**config.mk**
```make
export PLATFORM = sky130hd
export DESIGN_NAME = mem_arbiter
export DESIGN_NICKNAME = d
export VERILOG_FILES = /design/src/rtl/mem_arb_pkg.sv /design/src/rtl/mem_arbiter.sv
export SDC_FILE = /design/constraint.sdc
export NUM_CORES = 1
export LEC_CHECK = 0
export CAP_MARGIN = 20
export CORE_ASPECT_RATIO = 0.7
export CORE_MARGIN = 2
export CORE_UTILIZATION = 30
export CTS_BUF_LIST = sky130_fd_sc_hd__clkbuf_16
export CTS_CLUSTER_DIAMETER = 200
export DETAILED_ROUTE_END_ITERATION = 10
export PLACE_DENSITY_LB_ADDON = 0.05
export SETUP_SLACK_MARGIN = 0.05
export SYNTH_ARGS = -nofsm -noshare
export SYNTH_HDL_FRONTEND = slang
export SYNTH_SLANG_ARGS = --single-unit
```
**constraint.sdc**
```tcl
create_clock -name clk -period 1.7 [get_ports clk]
set_clock_uncertainty 0.1 [all_clocks]
set_input_delay 0.255 -clock clk [delete_from_list [all_inputs] [get_ports clk]]
set_output_delay 0.255 -clock clk [all_outputs]
set_load 0.005 [all_outputs]
```
**src/rtl/mem_arb_pkg.sv**
```systemverilog
// Shared types and constants for the single-port SRAM arbiter.
package mem_arb_pkg;

  typedef enum logic [1:0] {IDLE, ACCESS, RESP} arb_state_t;
  typedef enum logic {OWN_IF, OWN_DM} arb_owner_t;

  localparam logic [3:0] WE_READ = 4'b1111;

endpackage

```
**src/rtl/mem_arbiter.sv**
```systemverilog
// Arbitrates one single-port SRAM between instruction fetch (IF) and data memory (DM).
// Serialises accesses through IDLE -> ACCESS -> RESP and returns registered read data.
module mem_arbiter
  import mem_arb_pkg::*;
#(
  parameter int unsigned ADDR_W = 14,
  parameter int unsigned DATA_W = 32,
  parameter int unsigned RD_LAT = 1
) (
  input  logic              clk,
  input  logic              rst,
  input  logic              if_req,
  input  logic [ADDR_W-1:0] if_addr,
  output logic              if_gnt,
  output logic [DATA_W-1:0] if_rdata,
  input  logic              dm_cs,
  input  logic [3:0]        dm_we,
  input  logic              dm_oe,
  input  logic [ADDR_W-1:0] dm_addr,
  input  logic [DATA_W-1:0] dm_wdata,
  output logic              dm_done,
  output logic [DATA_W-1:0] dm_rdata,
  output logic              stall,
  output logic              sram_cs,
  output logic              sram_oe,
  output logic [3:0]        sram_web,
  output logic [ADDR_W-1:0] sram_a,
  output logic [DATA_W-1:0] sram_di,
  input  logic [DATA_W-1:0] sram_do
);

  localparam int unsigned CntW = $clog2(RD_LAT + 1);

  arb_state_t      state_q;
  arb_owner_t      owner_q;
  logic [CntW-1:0] cnt_q;

  always_ff @(posedge clk) begin
    if (rst) begin
      state_q  <= IDLE;
      owner_q  <= OWN_IF;
      cnt_q    <= '0;
      sram_cs  <= 1'b0;
      sram_oe  <= 1'b0;
      sram_web <= WE_READ;
      sram_a   <= '0;
      sram_di  <= '0;
      if_gnt   <= 1'b0;
      dm_done  <= 1'b0;
      if_rdata <= '0;
      dm_rdata <= '0;
    end else begin
      if_gnt  <= 1'b0;
      dm_done <= 1'b0;
      case (state_q)
        IDLE: begin
          // DM wins: the MEM-stage operation is older than the fetch.
          if (dm_cs) begin
            state_q <= ACCESS;
            owner_q <= OWN_DM;
            sram_a  <= dm_addr;
            if (dm_we != WE_READ) begin
              sram_cs  <= 1'b1;
              sram_web <= dm_we;
              sram_di  <= dm_wdata;
              cnt_q    <= '0;
            end else if (dm_oe) begin
              sram_cs <= 1'b1;
              sram_oe <= 1'b1;
              cnt_q   <= CntW'(RD_LAT - 1);
            end else begin
              cnt_q <= '0;
            end
          end else if (if_req) begin
            state_q <= ACCESS;
            owner_q <= OWN_IF;
            sram_a  <= if_addr;
            sram_cs <= 1'b1;
            sram_oe <= 1'b1;
            cnt_q   <= CntW'(RD_LAT - 1);
          end
        end
        ACCESS: begin
          if (cnt_q == '0) begin
            state_q  <= RESP;
            sram_cs  <= 1'b0;
            sram_oe  <= 1'b0;
            sram_web <= WE_READ;
            if (owner_q == OWN_IF) begin
              if_gnt   <= 1'b1;
              if_rdata <= sram_do;
            end else begin
              dm_done <= 1'b1;
              if (sram_oe) begin
                dm_rdata <= sram_do;
              end
            end
          end else begin
            cnt_q <= cnt_q - CntW'(1);
          end
        end
        RESP:    state_q <= IDLE;
        default: state_q <= IDLE;
      endcase
    end
  end

  assign stall = (if_req & ~if_gnt) | (dm_cs & ~dm_done);

endmodule

```
After elaboration in Yosys (flattened, before gate mapping)
Cells that the tools add are included.
W data, S select, Z words.
{"block": "classes", "add_sub_neg": 1, "n_eq_ne": 9, "muxes": 26, "bitwise": 8, "n_reduce_logical": 13}
{"operator": "$mux W14", "count": 2}
{"operator": "$mux W1", "count": 13}
{"operator": "$mux W4", "count": 3}
{"operator": "$reduce_and A4 Y1", "count": 3}
{"operator": "$ne A3 B3 Y1 const B", "count": 3}
{"operator": "$ne A4 B4 Y1 const B", "count": 2}
{"operator": "$pmux W4 S2", "count": 1}
{"operator": "$mux W2", "count": 3}
{"operator": "$ne A2 B2 Y1 const B", "count": 3}
{"operator": "$pmux W1 S2", "count": 3}
{"operator": "$reduce_and A2 Y1", "count": 3}
{"operator": "$reduce_and A3 Y1", "count": 2}
{"operator": "$not A1 Y1", "count": 5}
{"operator": "$reduce_and A5 Y1", "count": 1}
{"operator": "$pmux W2 S2", "count": 1}
{"operator": "$reduce_bool A2 Y1", "count": 2}
{"operator": "$reduce_or A3 Y1", "count": 1}
{"operator": "$and A1 B1 Y1", "count": 2}
{"operator": "$eq A2 B1 Y1 const B", "count": 1}
{"operator": "$logic_not A2 Y1", "count": 1}
{"operator": "$or A1 B1 Y1", "count": 1}
{"operator": "$sub A1 B1 Y1 const B", "count": 1}
{"block": "word_totals", "ff_bits": 122, "in_bits": 101, "elab_cells": 69}

Longest topological paths before layout
{"block": "depth", "word_depth": 4, "depth_mapped": 6, "depth_no_buf": 3}

Worst setup path after synthesis
No wires, ideal clock.
{"block": "synth_path", "path_kind": "reg-to-reg", "startpoint": "register state_q[0]", "endpoint": "register sram_di[10]", "arrival_ns": 1.194, "required_ns": 1.528, "slack_ns": 0.335, "stages_incl_launch_ff": 7, "period_less_slack_ns": 1.365, "path_cell_list": "dfxtp_1 > buf_4 > nor2_2 > and3_1 > buf_6 > buf_8 > mux2i_1"}
{"block": "synth_via", "elab_chain_len": 2}
{"element": "start, declared", "line_no": "mem_arbiter.sv:34", "rtl": "arb_state_t state_q;"}
{"element": "start signal, assigned", "line_no": "mem_arbiter.sv:40", "rtl": "state_q <= IDLE;"}
{"element": "start signal, assigned", "line_no": "mem_arbiter.sv:59", "rtl": "state_q <= ACCESS;"}
{"element": "start signal, assigned", "line_no": "mem_arbiter.sv:75", "rtl": "state_q <= ACCESS;"}
{"element": "$logic_not A2 Y1", "line_no": "mem_arbiter.sv:55", "rtl": "case (state_q)"}
{"element": "$reduce_and A3 Y1 (no source line)"}
{"element": "end signal, assigned", "line_no": "mem_arbiter.sv:65", "rtl": "sram_di <= dm_wdata;"}
{"element": "end, declared", "line_no": "mem_arbiter.sv:28", "rtl": "output logic [DATA_W-1:0] sram_di,"}
No other way between the ends.
A chain may end at the register's enable or synchronous reset.

Final worst setup path
{"block": "layout_path", "startpoint": "register if_rdata[27]", "endpoint": "output port if_rdata[27]"}
{"element": "start, declared", "line_no": "mem_arbiter.sv:15", "rtl": "output logic [DATA_W-1:0] if_rdata,"}
{"element": "start signal, assigned", "line_no": "mem_arbiter.sv:91", "rtl": "if_rdata <= sram_do;"}
No word-level cell between the ends.

==> flow_metrics.tcl <==
set metrics [dict create \
    syn_area_um2 4795 \
    internal_power_mw 6.149 \
    drt_wl_total_um 13800 \
    synth_cell_types 34 \
    final_nets 822 \
    synthTopCellsByCount "121 x dfxtp_1, 78 x mux2i_1, 65 x nand2_1" \
    hold_viol_final 0 \
    syn_area_per_cell_um2 9.608 \
    drtPass1Iterations 4 \
    synthToLayoutAreaGrowth_pct 67.01 \
    fin_util_pct 51.50 \
    core.rowCount 38 \
    synthFlopType "dfxtp_1" \
    max_cap_viol_count 0 \
    die_h_um 109.8 \
    htreeDepth 4 \
    synth-simple-area-share_pct 18.95 \
    path_delay_family "buffers and inverters" \
    cts-root-buf "clkbuf_16" \
    clock_power_share_pct 47.3 \
    final.setup.worst_slack_ns 0.09930 \
    path_buf_inv 1 \
    synth-edff-count 0 \
    min_from "rst" \
    drcViolationCount 0 \
    power_frac_seq_pct 38.6 \
    synth_compound_area_share_pct 8.794 \
    cp_slowest_cell "clkdlybuf4s50_1" \
    initial_core_util_pct 30.84 \
    ys_warn_count 0 \
    cts_buffers 17 \
    dp_slack_ns -0.4072 \
    max_stage_delay_ns 0.52 \
    synth_top_cell_area_share_pct 50.52 \
    cts_buffer_depth 2 \
    combPwrFrac_pct 14.0 \
    synth_mux_area_share_pct 16.28 \
    synth.area.top_cells "dfxtp_1 51%, mux2i_1 16%, nand2b_1 8.4%" \
    holdWs_ns 0.1232 \
    power.total_mw 8.026 \
    antenna_found_initial 0 \
    grt_pass1_wl_um 21450 \
    period_needed_ns 1.601 \
    rsz0062_at_grt "false" \
    max-vdd-ir-drop_mv 0.5495 \
    synthArstFlopShare_pct 0 \
    globalplace.congestion 0.7457 \
    crit_path_max_fanout 2 \
    synthXorXnorAreaFrac_pct 0 \
    via_per_inst 4.501 \
    finalSetupViolations 0 \
    drive_above_1_share_pct 8.992 \
    synth_cells 499 \
    yosysSeqAreaShare_pct 50.52 \
    die_w_um 155.1 \
    cp_cell_sequence "clkdlybuf4s50_1" \
    dieArea_um2 17030 \
    power.density_nw_per_um2 1002 \
    cts_sinks 121 \
    cts_hold_buf 0 \
    end_kind "primary output" \
    slew-limit-headroom_pct 62.49 \
    ctsResizeCount 10 \
    crit_type "register to primary output" \
    design.core.area_um2 15550 \
    syn_nets 600 \
    io_pins 220 \
    grt_overflow_total 0 \
    synthAdderAreaFrac_pct 0 \
    fmax_mhz 624.7 \
    p_sw_mw 1.876 \
    swShare_pct 23.38 \
    tightest_slew_ns 0.5608 \
    grt_max_degree 55 \
    dr_total_vias 4204 \
    yosysMostFrequentCell "dfxtp_1" \
    portBuffers 219 \
    post_drt_wl_per_cell_um 14.77 \
    dp_hpwl_um 9635 \
    cp-start-kind "register" \
    drtIter0Drc 133 \
    required_ns 1.34 \
    synth_top_family_by_area "simple AND/OR/NAND/NOR gates" \
    status "finished clean" \
    clock_latency_ns 0.39 \
    grt.total_usage_pct 16.21 \
    yosys.area.top_type "dfxtp_1" \
    cts_tree "built" \
    cts.clk_slew.worst_paths_ns 0.05 \
    drv_slew 0 \
    worstSetupStartpoint "if_rdata[27]" \
    post_cts_buffers 0 \
    grt_pass1_vias 4256 \
    min_period_over_period_pct 94.16 \
    cp_data_arrival_time_ns 1.25 \
    r2r_start "state_q[0]" \
    ys_ff_latch 121 \
    drtAntennaViolNets 0 \
    power.leakage_nw 3.926 \
    antennaDiodeCount 0 \
    hold_path.class "input pin to register" \
]
## metrics by stage
| step | cells | instance area (um2) | TNS [ns] |
|---|---|---|---|
| 6_report | 934 | 8008 | 0 |
| 2_1_floorplan | 499 | 4795 | 0 |
| 5_1_grt | 934 | 8008 | 0 |
| 4_1_cts | 934 | 7848 | 0 |
| 3_3_place_gp | 902 | 7237 | -6.336 |
| 3_5_place_dp | 902 | 7237 | -8.510 |
## flip-flops by register name (all words and copies together), names as in the netlist
| signal | count |
|---|---|
| dm_rdata | 32 |
| if_rdata | 32 |
| sram_di | 32 |
| sram_a | 14 |
| sram_web | 4 |
| state_q | 2 |
| dm_done | 1 |
| if_gnt | 1 |
| owner_q | 1 |
| sram_cs | 1 |
| sram_oe | 1 |
## area by class of cell
class                   instances  area (um2)
well taps                     200       250.2
clock inverters                15       197.7
multi-input cells             334        2125
flip-flops and latches        121        2427
repair buffers                242        2561
fillers                      1392        7540
clock buffers                  17       425.4
inverters                       5       21.27
## worst paths after layout
check | cells after the start | slack, ns | end
setup reg to reg | 4 | 0.14 | if_rdata[23]
setup / recovery | 1 | 0.1 | if_rdata[27]
hold reg to reg | 2 | 0.35 | dm_rdata[13]
hold / removal | 2 | 0.12 | state_q[1]
## placed cells by master, fill, tap and decap left out, drive strengths merged, types with 2 or more instances in the layout
| master | count |
|---|---|
| inv | 7 |
| clkdlybuf4s50 | 147 |
| mux2i | 78 |
| nand2b | 64 |
| nor3 | 6 |
| clkinv | 5 |
| a21oi | 52 |
| nand2 | 65 |
| dlygate4sd2 | 9 |
| bufinv | 4 |
| a211oi | 14 |
| o21ai | 4 |
| dlymetal6s2s | 61 |
| dfxtp | 121 |
| nor2 | 34 |
| clkbuf | 18 |
| buf | 24 |
| or4 | 2 |
| clkinvlp | 4 |
## power groups by stage
stage | registers (mW) | clock network [mW] | logic, mW
after floorplan | 3.16 | 0 | 0.483
after global placement | 3.16 | 0 | 1.16
after detailed placement | 3.16 | 0 | 1.17
after CTS | 3.10 | 3.92 | 1.16
after global routing | 3.12 | 4.03 | 1.22
final | 3.10 | 3.80 | 1.13
## cell families (layout without fill, tap and decap cells)
group	Yosys count	count (layout)
flops	121	121
mux	78	78
compound gates	75	75
simple gates	181	181
buf+inv	44	279
## routing by layer
metal / wire length [um] / part of all wire (%) / global-route usage, %
met5: 0 / 0 / 0
met4: 125 / 0.91 / 5.886
met3: 1118 / 8.1 / 6.385
met2: 6166 / 45 / 25.30
met1: 6387 / 46 / 20.40
Power figures use the tool's default switching activity.
